--- src/rtl/cache_tag_lookup_pkg.sv ---
// Shared definitions for the cache tag/valid store: index widths, LRU flag sizing
// and the flush sequencer state encoding.
package cache_tag_lookup_pkg;

    typedef enum logic [0:0] {
        FLUSH_IDLE = 1'b0,
        FLUSH_RUN  = 1'b1
    } flush_state_e;

    // A single set or way still needs a one-bit index so the ports keep a legal width.
    function automatic int idx_width(input int n);
        return (n > 1) ? $clog2(n) : 1;
    endfunction

    // Tree pseudo-LRU needs one flag per internal node of the way tree.
    function automatic int lru_flag_bits(input int num_ways);
        return (num_ways > 1) ? num_ways - 1 : 1;
    endfunction

endpackage

--- src/rtl/cache_tag_compare.sv ---
// Parallel tag compare across the ways of one set; the lowest matching way wins.
module cache_tag_compare
    import cache_tag_lookup_pkg::*;
#(
    parameter  int NUM_WAYS        = 4,
    parameter  int TAG_WIDTH       = 20,
    localparam int WAY_INDEX_WIDTH = idx_width(NUM_WAYS)
) (
    input  logic [NUM_WAYS-1:0][TAG_WIDTH-1:0] tags_i,
    input  logic [NUM_WAYS-1:0]                valid_i,
    input  logic [TAG_WIDTH-1:0]               tag_i,
    output logic [NUM_WAYS-1:0]                match_o,
    output logic                               hit_o,
    output logic [WAY_INDEX_WIDTH-1:0]         way_o
);

    always_comb begin
        match_o = '0;
        for (int w = 0; w < NUM_WAYS; w++) begin
            match_o[w] = valid_i[w] && (tags_i[w] == tag_i);
        end
    end

    always_comb begin
        way_o = '0;
        for (int w = NUM_WAYS - 1; w >= 0; w--) begin
            if (match_o[w]) way_o = WAY_INDEX_WIDTH'(w);
        end
    end

    assign hit_o = |match_o;

endmodule

--- src/rtl/cache_tag_lookup.sv ---
// Tag/valid store and hit detection feeding the cache LRU block, plus a whole-cache
// flush sequencer that clears one set of valid bits per cycle.
//   state      | meaning
//   FLUSH_IDLE | lookups and fills accepted; flush_en starts a flush
//   FLUSH_RUN  | clearing set[cnt_q] each cycle; requests refused
module cache_tag_lookup
    import cache_tag_lookup_pkg::*;
#(
    parameter  int NUM_SETS        = 1,
    parameter  int NUM_WAYS        = 4,
    parameter  int TAG_WIDTH       = 20,
    localparam int SET_INDEX_WIDTH = idx_width(NUM_SETS),
    localparam int WAY_INDEX_WIDTH = idx_width(NUM_WAYS)
) (
    input  logic                       clk_i,
    input  logic                       reset_i,
    input  logic                       lookup_en_i,
    input  logic [SET_INDEX_WIDTH-1:0] lookup_set_i,
    input  logic [TAG_WIDTH-1:0]       lookup_tag_i,
    output logic                       lookup_valid_o,
    output logic                       lookup_hit_o,
    output logic [WAY_INDEX_WIDTH-1:0] lookup_way_o,
    input  logic                       fill_req_en_i,
    input  logic [SET_INDEX_WIDTH-1:0] fill_req_set_i,
    input  logic [TAG_WIDTH-1:0]       fill_req_tag_i,
    output logic                       fill_ready_o,
    output logic                       fill_done_o,
    output logic [WAY_INDEX_WIDTH-1:0] fill_done_way_o,
    input  logic                       flush_en_i,
    output logic                       flush_busy_o,
    output logic                       flush_done_o,
    output logic                       lru_fill_en_o,
    output logic [SET_INDEX_WIDTH-1:0] lru_fill_set_o,
    input  logic [WAY_INDEX_WIDTH-1:0] lru_fill_way_i,
    output logic                       lru_access_en_o,
    output logic [SET_INDEX_WIDTH-1:0] lru_access_set_o,
    output logic                       lru_update_en_o,
    output logic [WAY_INDEX_WIDTH-1:0] lru_update_way_o
);

    localparam logic [SET_INDEX_WIDTH-1:0] LAST_SET = SET_INDEX_WIDTH'(NUM_SETS - 1);

    logic [TAG_WIDTH-1:0] tag_q   [NUM_SETS][NUM_WAYS];
    logic [NUM_WAYS-1:0]  valid_q [NUM_SETS];

    flush_state_e               state_q;
    logic [SET_INDEX_WIDTH-1:0] cnt_q, cnt_d;
    logic                       busy_q, done_q;

    logic                       lk_vld_q, lk_acc_q, lk_fill_q;
    logic [SET_INDEX_WIDTH-1:0] lk_set_q;
    logic [TAG_WIDTH-1:0]       lk_tag_q;
    logic                       fl_vld_q;
    logic [SET_INDEX_WIDTH-1:0] fl_set_q;
    logic [TAG_WIDTH-1:0]       fl_tag_q;

    logic accept_ok, lk_acc, fill_acc;
    logic [SET_INDEX_WIDTH-1:0] lk_set, fl_set, flush_set;
    logic [WAY_INDEX_WIDTH-1:0] fill_way;

    logic [NUM_WAYS-1:0][TAG_WIDTH-1:0] cmp_tags;
    logic [NUM_WAYS-1:0]                cmp_valid, cmp_match;
    logic                               cmp_hit;
    logic [WAY_INDEX_WIDTH-1:0]         cmp_way;

    assign accept_ok = !busy_q && !reset_i;
    assign lk_acc    = lookup_en_i && accept_ok;
    assign fill_acc  = fill_req_en_i && accept_ok;

    // Degenerate single-set / single-way builds still carry a 1-bit index; pin it to 0.
    assign lk_set    = (NUM_SETS > 1) ? lk_set_q : '0;
    assign fl_set    = (NUM_SETS > 1) ? fl_set_q : '0;
    assign flush_set = (NUM_SETS > 1) ? cnt_q    : '0;
    assign fill_way  = (NUM_WAYS > 1) ? lru_fill_way_i : '0;

    assign cnt_d = cnt_q + SET_INDEX_WIDTH'(1);

    always_ff @(posedge clk_i or posedge reset_i) begin
        if (reset_i) begin
            state_q <= FLUSH_IDLE;
            cnt_q   <= '0;
            busy_q  <= 1'b0;
            done_q  <= 1'b0;
        end else begin
            case (state_q)
                FLUSH_IDLE: begin
                    if (flush_en_i) begin
                        state_q <= FLUSH_RUN;
                        cnt_q   <= '0;
                        busy_q  <= 1'b1;
                        done_q  <= (LAST_SET == '0);
                    end
                end
                FLUSH_RUN: begin
                    if (cnt_q == LAST_SET) begin
                        state_q <= FLUSH_IDLE;
                        cnt_q   <= '0;
                        busy_q  <= 1'b0;
                        done_q  <= 1'b0;
                    end else begin
                        cnt_q  <= cnt_d;
                        done_q <= (cnt_d == LAST_SET);
                    end
                end
                default: state_q <= FLUSH_IDLE;
            endcase
        end
    end

    always_ff @(posedge clk_i or posedge reset_i) begin
        if (reset_i) begin
            lk_vld_q  <= 1'b0;
            lk_acc_q  <= 1'b0;
            lk_fill_q <= 1'b0;
            lk_set_q  <= '0;
            lk_tag_q  <= '0;
            fl_vld_q  <= 1'b0;
            fl_set_q  <= '0;
            fl_tag_q  <= '0;
        end else begin
            lk_vld_q  <= lookup_en_i;
            lk_acc_q  <= lk_acc;
            lk_fill_q <= fill_acc;
            fl_vld_q  <= fill_acc;
            if (lk_acc) begin
                lk_set_q <= lookup_set_i;
                lk_tag_q <= lookup_tag_i;
            end
            if (fill_acc) begin
                fl_set_q <= fill_req_set_i;
                fl_tag_q <= fill_req_tag_i;
            end
        end
    end

    always_ff @(posedge clk_i) begin
        if (fl_vld_q) tag_q[fl_set][fill_way] <= fl_tag_q;
    end

    // Flush clear is ordered after the fill so it wins on a same-set collision.
    always_ff @(posedge clk_i or posedge reset_i) begin
        if (reset_i) begin
            for (int s = 0; s < NUM_SETS; s++) valid_q[s] <= '0;
        end else begin
            if (fl_vld_q) valid_q[fl_set][fill_way] <= 1'b1;
            if (busy_q)   valid_q[flush_set]        <= '0;
        end
    end

    // A fill committing this cycle is forwarded into the compare of the same set.
    always_comb begin
        cmp_valid = valid_q[lk_set];
        for (int w = 0; w < NUM_WAYS; w++) cmp_tags[w] = tag_q[lk_set][w];
        if (fl_vld_q && (fl_set == lk_set)) begin
            cmp_tags[fill_way]  = fl_tag_q;
            cmp_valid[fill_way] = 1'b1;
        end
    end

    cache_tag_compare #(
        .NUM_WAYS  (NUM_WAYS),
        .TAG_WIDTH (TAG_WIDTH)
    ) u_compare (
        .tags_i  (cmp_tags),
        .valid_i (cmp_valid),
        .tag_i   (lk_tag_q),
        .match_o (cmp_match),
        .hit_o   (cmp_hit),
        .way_o   (cmp_way)
    );

    always_ff @(posedge clk_i) begin
        if (!reset_i && lk_acc_q) assert ($countones(cmp_match) <= 1);
    end

    assign lookup_valid_o   = lk_vld_q;
    assign lookup_hit_o     = lk_acc_q && cmp_hit;
    assign lookup_way_o     = lookup_hit_o ? cmp_way : '0;
    assign lru_update_en_o  = lookup_hit_o && !lk_fill_q;
    assign lru_update_way_o = lookup_way_o;

    assign lru_access_en_o  = lk_acc;
    assign lru_access_set_o = lookup_set_i;
    assign lru_fill_en_o    = fill_acc;
    assign lru_fill_set_o   = fill_req_set_i;

    assign fill_ready_o     = accept_ok;
    assign fill_done_o      = fl_vld_q;
    assign fill_done_way_o  = fl_vld_q ? lru_fill_way_i : '0;

    assign flush_busy_o     = busy_q;
    assign flush_done_o     = done_q;

endmodule
--- config.mk ---
export PLATFORM = sky130hd
export DESIGN_NAME = cache_tag_lookup
export DESIGN_NICKNAME = d
export VERILOG_FILES = /design/src/rtl/cache_tag_lookup_pkg.sv /design/src/rtl/cache_tag_compare.sv /design/src/rtl/cache_tag_lookup.sv
export SDC_FILE = /design/constraint.sdc
export NUM_CORES = 1
export LEC_CHECK = 0
export ABC_AREA = 1
export CORE_MARGIN = 2
export CORE_UTILIZATION = 30
export DETAILED_ROUTE_END_ITERATION = 10
export SLEW_MARGIN = 10
export SYNTH_ARGS = -nofsm -noshare
export SYNTH_HDL_FRONTEND = slang
export SYNTH_SLANG_ARGS = --single-unit
--- constraint.sdc ---
create_clock -name clk_i -period 5.79 [get_ports clk_i]
set_input_delay 1.158 -clock clk_i [delete_from_list [all_inputs] [get_ports clk_i]]
set_output_delay 1.158 -clock clk_i [all_outputs]
set_load 0.005 [all_outputs]
==> results.md, run 1 <==
* Unrepaired setup endpoints after global routing: no
* DRT iter0 DRCs at around 500
* NetSw at approximately 0.8 mW
* Cts bufs inserted at 17
* # port buffers at around 60
* Site Rows at 55
* Resized cells post-CTS at 0
* Mapped cell area at between 7000 and 8000 um2
* Worst r2r path cells at 6
* Ys Warns at 0
* Internal Power at ~1.9 mW
* Switch share at 0.303
* Die Ht at ~160 um
* Global-route wire length before repair at 34.2 mm
* Worst Max-Slew Pin Slew at slightly above 0.7 ns
* Main synth FF type: edfxtp_1
* MaxCap Viol Count at 0
* Critical Path RT at about 4.6 ns
* Clk_lat worst skew at 0.42 ns
* CP arrival at 4.20 ns
* IO Pins at 66
* Worst Path Max Fanout at 10
* Worst Clk Skew at 0.00553 ns
* Final core utilization at 0.377
* Mean routed wirelength per cell at about 17 um
* Final setup vio count at 0
* Async S/R FF share, synth at 0.380
* All-Layer GR Usage at 0.186
* GPL Wtd Cong at 0.906
* ANT nets after route at 0
* # clock sinks at roughly 130
* Via density per instance at roughly 4.8
* Seq/Total Area, Yosys at 0.517
* PD cells at slightly above 300 nW/um2
* Worst slew margin at 0.522
* CTS tree: yes
* Power share of the combinational group at 0.156
* Startpoint types: primary input
* Core area at about 23000 um2
* Reg clk slew, reported paths at ~0.06 ns
* Setup Fix Bufs, Post-CTS at 0
* Initial antenna violation count at 1
* Synth top area cells: edfxtp_1 34%, nand2_1 23%, dfrtp_1 17%
* CTS root buffer: clkbuf_16
* Setup tns final at 0 ns
* Worst min path class: reg -> reg
* Drt drc at 0
* Leak pwr at 4.04 nW
* Initial Utilization at 0.308
* Syn Nets at about 980
* Slew Limit Fails at 0
* CTS Hold Bufs at 0
* Total gr overflow at 0
* Seq cells post-synth at 129
* Hpwl dp at between 15 and 20 mm
* R2r setup slk at 3.95 ns
* H-tree Lvls at 4
* Mapped Cells at about 930
* Nets@finish at about 1000
* Reg-to-reg critical path endpoint: lk_tag_q[8]$_DFFE_PP0P_
* Largest net degree at the start of global routing at 50
* Most frequent cells in the layout: 423 x nand2_1, 116 x nand3_1, 96 x inv_1
* Seq pwr share at 0.452
* Die ar. at 24600 um2
* Final wirelength at around 22 mm
* DRT Pass-1 Iters at 6
* VDD IR max at around 160 uV
* Min Tclk post-route at 5.36 ns
* Part of the power in the clock network at 0.392
* Ratio of cells with drive above 1 in the final layout at 0.0594
* Area added between synthesis and finish at 22.4%
* CP endpoint: lookup_way_o[0]
* Status: finished, final reports clean
* Hold Vio Cnt, Final at 0
* EDFF count, synth at 80
* Fmax at ~0.19 GHz
* Synth area leader: edfxtp_1
* Commonest non-fill, non-tap cell in the layout: nand2_1
* Avg Cell Area, Syn at ~7.5 um2
* Unique masters post-synth at 19
* CP Class: in -> out
* CP Capture Type: primary output
* Critical path origin: lru_fill_way_i[0]
* Die boundary width at 157 um
* Clk buf depth at 2
* Period Utilization, post-route at 0.925
* Top-area cell type share of the netlist area at 0.342
* Antenna Cells at 0
* Via count at approximately 6300
* Number of global-route vias before repair at 5867
* Worst flop-to-flop path startpoint: flush_busy_o$_DFFE_PP0P_
-- Yosys cell counts (2+ instances only) --
cell	number
o21ai_1	2
a21oi_1	5
o21ai_0	41
inv_2	2
nand2_1	423
nand3_1	116
buf_2	14
buf_4	13
nor2_2	3
nand3_2	2
inv_1	97
o211ai_1	2
nor2_1	50
nand4_1	24
dfrtp_1	49
clkbuf_1	9
edfxtp_1	80
-- state kept, by name, summed over array words and instances, names as in the netlist --
name            count
lookup_valid_o      1
flush_busy_o        1
fl_tag_q           20
state_q             1
lk_acc_q            1
tag_q              80
valid_q             4
lk_tag_q           20
fill_done_o         1
-- layer usage --
metal  track usage  wire length, um
met1         0.255            10100
met2         0.298            10300
met3        0.0407             1550
met4        0.0520              371
met5             0               13
-- power by group through the flow --
stage | clock network [mW] | logic, mW | registers, mW
finish | 1.05 | 0.417 | 1.21
global route | 1.11 | 0.466 | 1.22
CTS | 1.07 | 0.417 | 1.20
detailed placement | 0 | 0.415 | 1.22
global placement | 0 | 0.411 | 1.22
floorplan | 0 | 0.263 | 1.17
-- worst max-delay path, stage by stage --
cell	delay [ns]
clkdlybuf4s50_1	0.69
buf_4	0.26
nand3_2	0.20
buf_4	0.26
nand2_1	0.09
nand2_1	0.06
nand2_1	0.05
nand2_1	0.07
nor2_1	0.09
nand2_1	0.06
nor2_1	0.18
nand3_1	0.13
nand2_1	0.13
o21ai_1	0.10
nor2_1	0.14
clkdlybuf4s50_1	0.52
-- worst min-delay path by stage --
stage,to,cells after the start,slack (ns),start
6_report,flush_busy_o$_DFFE_PP0P_,1,0.44,state_q$_DFF_PP0_
5_1_grt,state_q$_DFF_PP0_,1,0.47,state_q$_DFF_PP0_
4_1_cts,flush_busy_o$_DFFE_PP0P_,1,0.44,state_q$_DFF_PP0_
3_5_place_dp,flush_busy_o$_DFFE_PP0P_,1,0.43,state_q$_DFF_PP0_
3_3_place_gp,flush_busy_o$_DFFE_PP0P_,1,0.40,state_q$_DFF_PP0_
2_1_floorplan,flush_busy_o$_DFFE_PP0P_,1,0.40,state_q$_DFF_PP0_
-- logic make-up after synthesis --
family	share of synthesized area
and+or+nand+nor	0.363
buffers and inverters	0.0838
DFF	0.517
AOI/OAI and AO/OA	0.0364
-- final cells by class --
class | count | area [um2]
Timing Repair Buffer | 82 | 818
Clock buffer | 19 | 433
Multi-Input combinational cell | 668 | 2810
Fill cell | 2399 | 14200
Clock inverter | 13 | 139
Sequential cell | 129 | 3630
Inverter | 99 | 372
Tap cell | 313 | 392
-- metrics by stage --
stage,area (um2),power [mW],setup slack [ns],std cells,hold slack [ns]
final,8590,2.67,0.432,1323,0.436
after global routing,8590,2.79,0.256,1323,0.471
after CTS,8590,2.69,0.451,1323,0.436
after detailed placement,8020,1.64,0.450,1291,0.428
after global placement,8020,1.63,0.506,1291,0.404
after floorplan,7020,1.43,1.52,934,0.400
No activity file was read; power rests on OpenSTA's default activity.
==> run 2: changes to the inputs <==
--- a/config.mk
+++ b/config.mk
@@ -6,10 +6,12 @@
 export NUM_CORES = 1
 export LEC_CHECK = 0
 export ABC_AREA = 1
+export ABC_CLOCK_PERIOD_IN_PS = 5790
 export CORE_MARGIN = 2
 export CORE_UTILIZATION = 30
 export DETAILED_ROUTE_END_ITERATION = 10
 export SLEW_MARGIN = 10
 export SYNTH_ARGS = -nofsm -noshare
 export SYNTH_HDL_FRONTEND = slang
+export SYNTH_HIERARCHICAL = 1
 export SYNTH_SLANG_ARGS = --single-unit
==> run 2 against run 1 <==
Cell area decreased by 5.8%. Global-route usage fell by 1.1 points. Synthesized area is 5.4% lower. Critical path type unchanged. Critical endpoint is now lookup_way_o[1]. Largest cell class unchanged.
==> results.md, run 2 <==
* Status: finished, final reports clean
* CTS tree: yes
* H-tree Lvls at 4 (unchanged)
* Worst flop-to-flop path startpoint: fill_done_o$_DFF_PP0_
* MaxCap Viol Count at 0 (unchanged)
* Resized cells post-CTS at 0 (unchanged)
* Slowest cell delay on critical path at 0.51 ns (-0.18 ns)
* # port buffers at 61 (unchanged)
* VDD IR max at 158 uV (-0.41%)
* Unrepaired setup endpoints after global routing: no
* Total gr overflow at 0 (unchanged)
* Ratio of cells with drive above 1 in the final layout at 0.0934 (+0.0340)
* Setup Fix Bufs, Post-CTS at 0 (unchanged)
* Final worst slack at 0.431 ns (-0.000701 ns)
* Core area at 21800 um2 (-4.5%)
* Clk_lat worst skew at 0.43 ns (about the same)
* Initial antenna violation count at 1 (unchanged)
* Biggest regs: tag_q x80, fl_tag_q x20, lk_tag_q x20
* Fillers at 2319 (-3.3%)
* DRT iter0 DRCs at 536 (+7.0%)
* Die ar. at 23300 um2 (-5.3%)
* Final Power at 2.64 mW (-0.99%)
* Area added between synthesis and finish at 21.9%
* Cts bufs inserted at 17 (unchanged)
* Cell depth of the worst hold path at 1 (unchanged)
* Final wirelength at 19.8 mm (-12%)
* Drt drc at 0 (unchanged)
* Ys Warns at 6 (+6)
* DRT Pass-1 Iters at 5 (-1)
* Hold Vio Cnt, Final at 0 (unchanged)
* CTS Hold Bufs at 0 (unchanged)
* Site Rows at 54 (-1.8%)
* Slowest-stage cell, CP: clkdlybuf4s50_1
* PD cells at 327 nW/um2 (+5.1%)
* Max reg flops at 80 (unchanged)
* CP delay by family, top: buffers and inverters
* R2r setup slk at 3.04 ns (-0.91 ns)
* Die Ht at 153 um (-2.7%)
* Slew Limit Fails at 0 (unchanged)
* Antenna Cells at 0 (unchanged)
* Worst min path class: reg -> reg
* Syn Nets at 859 (-13%)
* Critical path cell sequence: clkdlybuf4s50_1 > nand3_2 > buf_4 > o21ai_1 > inv_1 > nand2_1 > nand2_1 > nor2_1 > nand2_1 > nor2_1 > nand3_2 > nand2_1 > inv_1 > nor2_1 > inv_1 > nor2_1 > clkdlybuf4s50_1
* Die boundary width at 153 um (-2.7%)
* Worst r2r path cells at 2 (-4)
* All-Layer GR Usage at 0.175 (-0.0111)
* WHS at 0.417 ns (-0.0193 ns)
* Period Utilization, post-route at 0.926 (about the same)
* Initial Utilization at 0.305 (-0.00307)
* Avg Cell Area, Syn at 8.19 um2 (+9.0%)
* Buf+Inv Stages, Crit Path at 6 (+2)
* Leak pwr at 3.64 nW (-10%)
* # clock sinks at 129 (unchanged)
* IO Pins at 66 (unchanged)
* Mapped cell area at 6640 um2 (-5.4%)
* Startpoint types: primary input
* Hold EP: flush_busy_o$_DFFE_PP0P_
* Commonest non-fill, non-tap cell in the layout: nand2_1
* Critical Path RT at 4.63 ns (about the same)
* Setup WS pre-CTS at 0.451 ns (+0.00124 ns)
* Largest net degree at the start of global routing at 50 (unchanged)
* GPL Wtd Cong at 0.931 (+2.8%)
* Number of global-route vias before repair at 5468 (-6.8%)
* Worst slew margin at 0.292 (-0.230)
* Worst Clk Skew at 0.0124 ns (+0.00686 ns)
* Global-route wire length before repair at 31.1 mm (-9.1%)
* Setup tns final at 0 ns (unchanged)
* Min Tclk post-route at 5.36 ns (+0.000701 ns)
* Final setup vio count at 0 (unchanged)
* CP Capture Type: primary output
* Mean routed wirelength per cell at 17.1 um (+1.0%)
* ANT nets after route at 0 (unchanged)
* Nets@finish at 914 (-13%)
* Clk buf depth at 2 (unchanged)
* Worst Max-Slew Pin Slew at 1.06 ns (+0.346 ns)
* Worst Path Max Fanout at 28 (+18)
* Top reg by flops: tag_q
* Mapped Cells at 810 (-13%)
* Fmax at 0.187 GHz (about the same)
* Via density per instance at 4.81 (+1.0%)
* CP Class: in -> out
* CP arrival at 4.20 ns (about the same)
* Reg clk slew, reported paths at 0.05 ns (about the same)
* Hold Startpoint: state_q$_DFF_PP0_
* Via count at 5572 (-12%)
* Reg-to-reg critical path endpoint: tag_q[0][38]$_DFFE_PP_
* Hpwl dp at 14.2 mm (-8.2%)
* CTS root buffer: clkbuf_16
* Most frequent cells in the layout: 304 x nand2_1, 80 x edfxtp_1, 68 x nand3_1
-- run 2: cell types whose count changed in the layout (fill, tap and decap cells not counted), sizes merged, moves of 3 or more --
cell      before  now
buf           21   12
clkinvlp       5    2
inv          100   85
nand2        423  307
nand3        118   73
nand4         24    1
o21ai         43   96
o22ai          0    4
xnor2          0   12
xor2           0    5
-- run 2: report_power, final --
| group | internal [mW] | switching, mW |
|---|---|---|
| sequential | 1.08 | 0.129 |
| clock | 0.641 | 0.411 |
| combinational | 0.138 | 0.244 |
-- run 2: worst max path at each step --
| stage | start | endpoint | slack (ns) | depth (start not counted) |
|---|---|---|---|---|
| 3_3_place_gp | lru_fill_way_i[1] | lookup_way_o[1] | 0.46 | 17 |
| 2_1_floorplan | lru_fill_way_i[0] | lru_update_way_o[0] | 2.03 | 16 |
| 6_report | lru_fill_way_i[1] | lookup_way_o[1] | 0.43 | 17 |
| 4_1_cts | lru_fill_way_i[1] | lookup_way_o[1] | 0.44 | 17 |
| 5_1_grt | lru_fill_way_i[1] | lru_update_way_o[1] | 0.14 | 17 |
| 3_5_place_dp | lru_fill_way_i[1] | lookup_way_o[1] | 0.45 | 17 |
-- run 2: cell type report --
type / count / area [um2] / area share
clock inverter: 11 / 103 / 0.0127
sequential: 129 / 3630 / 0.448
inverter: 84 / 315 / 0.0390
multi-input combinational: 560 / 2500 / 0.309
clock buffer: 21 / 483 / 0.0597
tap: 280 / 350 / 0.0433
timing repair buffer: 73 / 713 / 0.0881
-- run 2: stage by stage --
stage          instances   util  area (um2)
2_1_floorplan        810      -        6640
3_3_place_gp        1126  0.345        7510
3_5_place_dp        1126  0.345        7510
4_1_cts             1158  0.372        8090
5_1_grt             1158  0.372        8090
6_report            1158  0.372        8090
-- run 2: metal layers --
layer,part of all wire,track usage
met5,0.00066,0
met4,0.011,0.0485
met3,0.068,0.0398
met2,0.43,0.262
met1,0.49,0.255
==> edit: new RTL, config.mk and constraints of run 2 <==
`TAG_WIDTH` is set to 20 in 2 places; all go to 22.
--- a/src/rtl/cache_tag_compare.sv
+++ b/src/rtl/cache_tag_compare.sv
@@ -3,7 +3,7 @@
     import cache_tag_lookup_pkg::*;
 #(
     parameter  int NUM_WAYS        = 4,
-    parameter  int TAG_WIDTH       = 20,
+    parameter  int TAG_WIDTH       = 22,
     localparam int WAY_INDEX_WIDTH = idx_width(NUM_WAYS)
 ) (
     input  logic [NUM_WAYS-1:0][TAG_WIDTH-1:0] tags_i,
--- a/src/rtl/cache_tag_lookup.sv
+++ b/src/rtl/cache_tag_lookup.sv
@@ -8,7 +8,7 @@
 #(
     parameter  int NUM_SETS        = 1,
     parameter  int NUM_WAYS        = 4,
-    parameter  int TAG_WIDTH       = 20,
+    parameter  int TAG_WIDTH       = 22,
     localparam int SET_INDEX_WIDTH = idx_width(NUM_SETS),
     localparam int WAY_INDEX_WIDTH = idx_width(NUM_WAYS)
 ) (
Ports: changed (resized fill_req_tag_i and lookup_tag_i); port bits go from 66 to 70. No check against the original RTL was run, so the function may have changed too.
==> edit against run 2 <==
  * Synthesized area rose by 12%
  * Cell area rose by 11%
  * Power rose by 5.8%
  * Critical endpoint unchanged
  * Sequential share of layout area fell by 0.49 points
  * Setup slack got worse by 0.069 ns
  * Highest routed layer is now met4
  * Die area rose by 12%
  * Sequential cell count rose by 12
  * Cell count rose by 13%
  * Largest power group unchanged
  * Synthesized cell count rose by 12%
  * Routed wire length rose by 2.9%
==> edit: results (changes against run 2) <==
- Reg2Reg Setup Slack: 3.29 ns (+0.25 ns)
- GR Layer Usage met1: 0.241 (-0.0141)
- Crit path from: lru_fill_way_i[0]
- Worst-skew pair later-pin latency: 0.43 ns (about the same)
- Clk buf depth: 2 (unchanged)
- Syn nets: 962 (+12%)
- Largest registers: tag_q (88), fl_tag_q (22), lk_tag_q (22)
- Global-route track usage on met2: 0.234 (-0.0284)
- Buffers on Ports: 65 (+6.6%)
- Leak: 4.08 nW (+12%)
- Clock Skew: 0.00536 ns (-0.00702 ns)
- Met3 Use GR: 0.0290 (-0.0108)
- Starting DRT DRC Count: 467 (-13%)
- Layout net count: 1020 (+12%)
- Setup bufs post-CTS: 0 (unchanged)
- Detailed Route WL: 20400 um (+2.9%)
- Detailed Routing Iterations Pass 1: 5 (unchanged)
- Root buf cell: clkbuf_16
- Outcome: completed
- Relative slew margins: 0.266 (-0.0257)
- CP max FO: 19 (-32%)
- Fillers: 2484 (+7.1%)
- VDD IR max: 0.166 mV (+4.9%)
- Worst-path clk slew: roughly 0.06 ns
- CTS buffer count: 17 (unchanged)
- GPL Wtd Cong: 0.884 (-5.1%)
- Crit path to: lookup_way_o[1]
- Initial antenna violation count: 0 (-1)
- R2r worst-path depth: 3 (+1)
- Peak Freq: 184 MHz (-1.3%)
- HP Class: register to register
- FF-to-FF Start: fill_done_o$_DFF_PP0_
- Gr usage total: 0.162 (-0.0131)
- Vias in the first global route: 5842 (+6.8%)
- Yosys warns: 6 (unchanged)
- Worst Path Arrival: 4.27 ns (+0.07 ns)
- Hold Crit Depth: 1 (unchanged)
- Post-CTS Resized: 0 (unchanged)
- DR vias: 6021 (+8.1%)
- Layout cells sized above 1: 0.107 (+0.0139)
- Reg2reg end: tag_q[0][5]$_DFFE_PP_
- Largest net degree at the start of global routing: 54 (+8.0%)
- Detailed placer's ending HPWL: 15000 um (+5.7%)
- First-pass GRT wire length: 32100 um (+3.3%)
- Antenna diodes: 0 (unchanged)
- Final setup TNS: 0 ns (unchanged)
- Max H-tree Level: 4 (unchanged)
## edit: through the flow
step                power [mW]  utilization  instances  hold WS (ns)  instance area [sq um]
finish                    2.80        0.368       1303         0.420                   8950
CTS                       2.81        0.368       1303         0.426                   8950
detailed placement        1.77        0.345       1272         0.418                   8390
floorplan                 1.57            -        909         0.400                   7440
global placement          1.76        0.345       1272         0.409                   8390
global route              2.93        0.368       1303         0.441                   8950
## edit: how the worst min path moves through the flow
stage | start | end | slack [ns]
finish | state_q$_DFF_PP0_ | flush_busy_o$_DFFE_PP0P_ | 0.42
floorplan | state_q$_DFF_PP0_ | flush_busy_o$_DFFE_PP0P_ | 0.40
CTS | state_q$_DFF_PP0_ | flush_busy_o$_DFFE_PP0P_ | 0.43
detailed placement | state_q$_DFF_PP0_ | flush_busy_o$_DFFE_PP0P_ | 0.42
global placement | state_q$_DFF_PP0_ | flush_busy_o$_DFFE_PP0P_ | 0.41
global route | state_q$_DFF_PP0_ | flush_busy_o$_DFFE_PP0P_ | 0.44
## edit: layout make-up
type / count / area [sq um] / share of cell area
Clock inverter: 11 / 81.3 / 0.00909
Inverter: 105 / 394 / 0.0440
Clock buffer: 20 / 479 / 0.0536
Sequential cell: 141 / 3970 / 0.444
Multi-Input combinational cell: 622 / 2820 / 0.315
Timing Repair Buffer: 80 / 801 / 0.0895
Tap cell: 324 / 405 / 0.0453
## edit: critical path, stage by stage
cell,delay [ns]
clkdlybuf4s50_1,0.58
nand3_2,0.43
o21ai_1,0.43
inv_1,0.09
nand2_1,0.09
nand2_1,0.07
nor2_2,0.07
nand2_1,0.08
nor2_2,0.12
nand2_2,0.08
o21ai_1,0.15
inv_1,0.09
nand2_1,0.07
nand2_1,0.08
nor2_1,0.13
clkdlybuf4s50_1,0.53
## edit: layer usage
metal,part of all wire,routed length [um],vias to the layer above
li1,-,-,3012
met2,0.41,8290,195
met3,0.062,1260,27
met1,0.51,10300,2787
met4,0.023,459,0
met5,0,0,-
## edit: power breakdown
part	switching (mW)	leakage, nW	internal (mW)	total (mW)
Sequential	0.155	1.47	1.18	1.33
Clock	0.441	0.278	0.600	1.04
Combinational	0.266	2.33	0.155	0.422
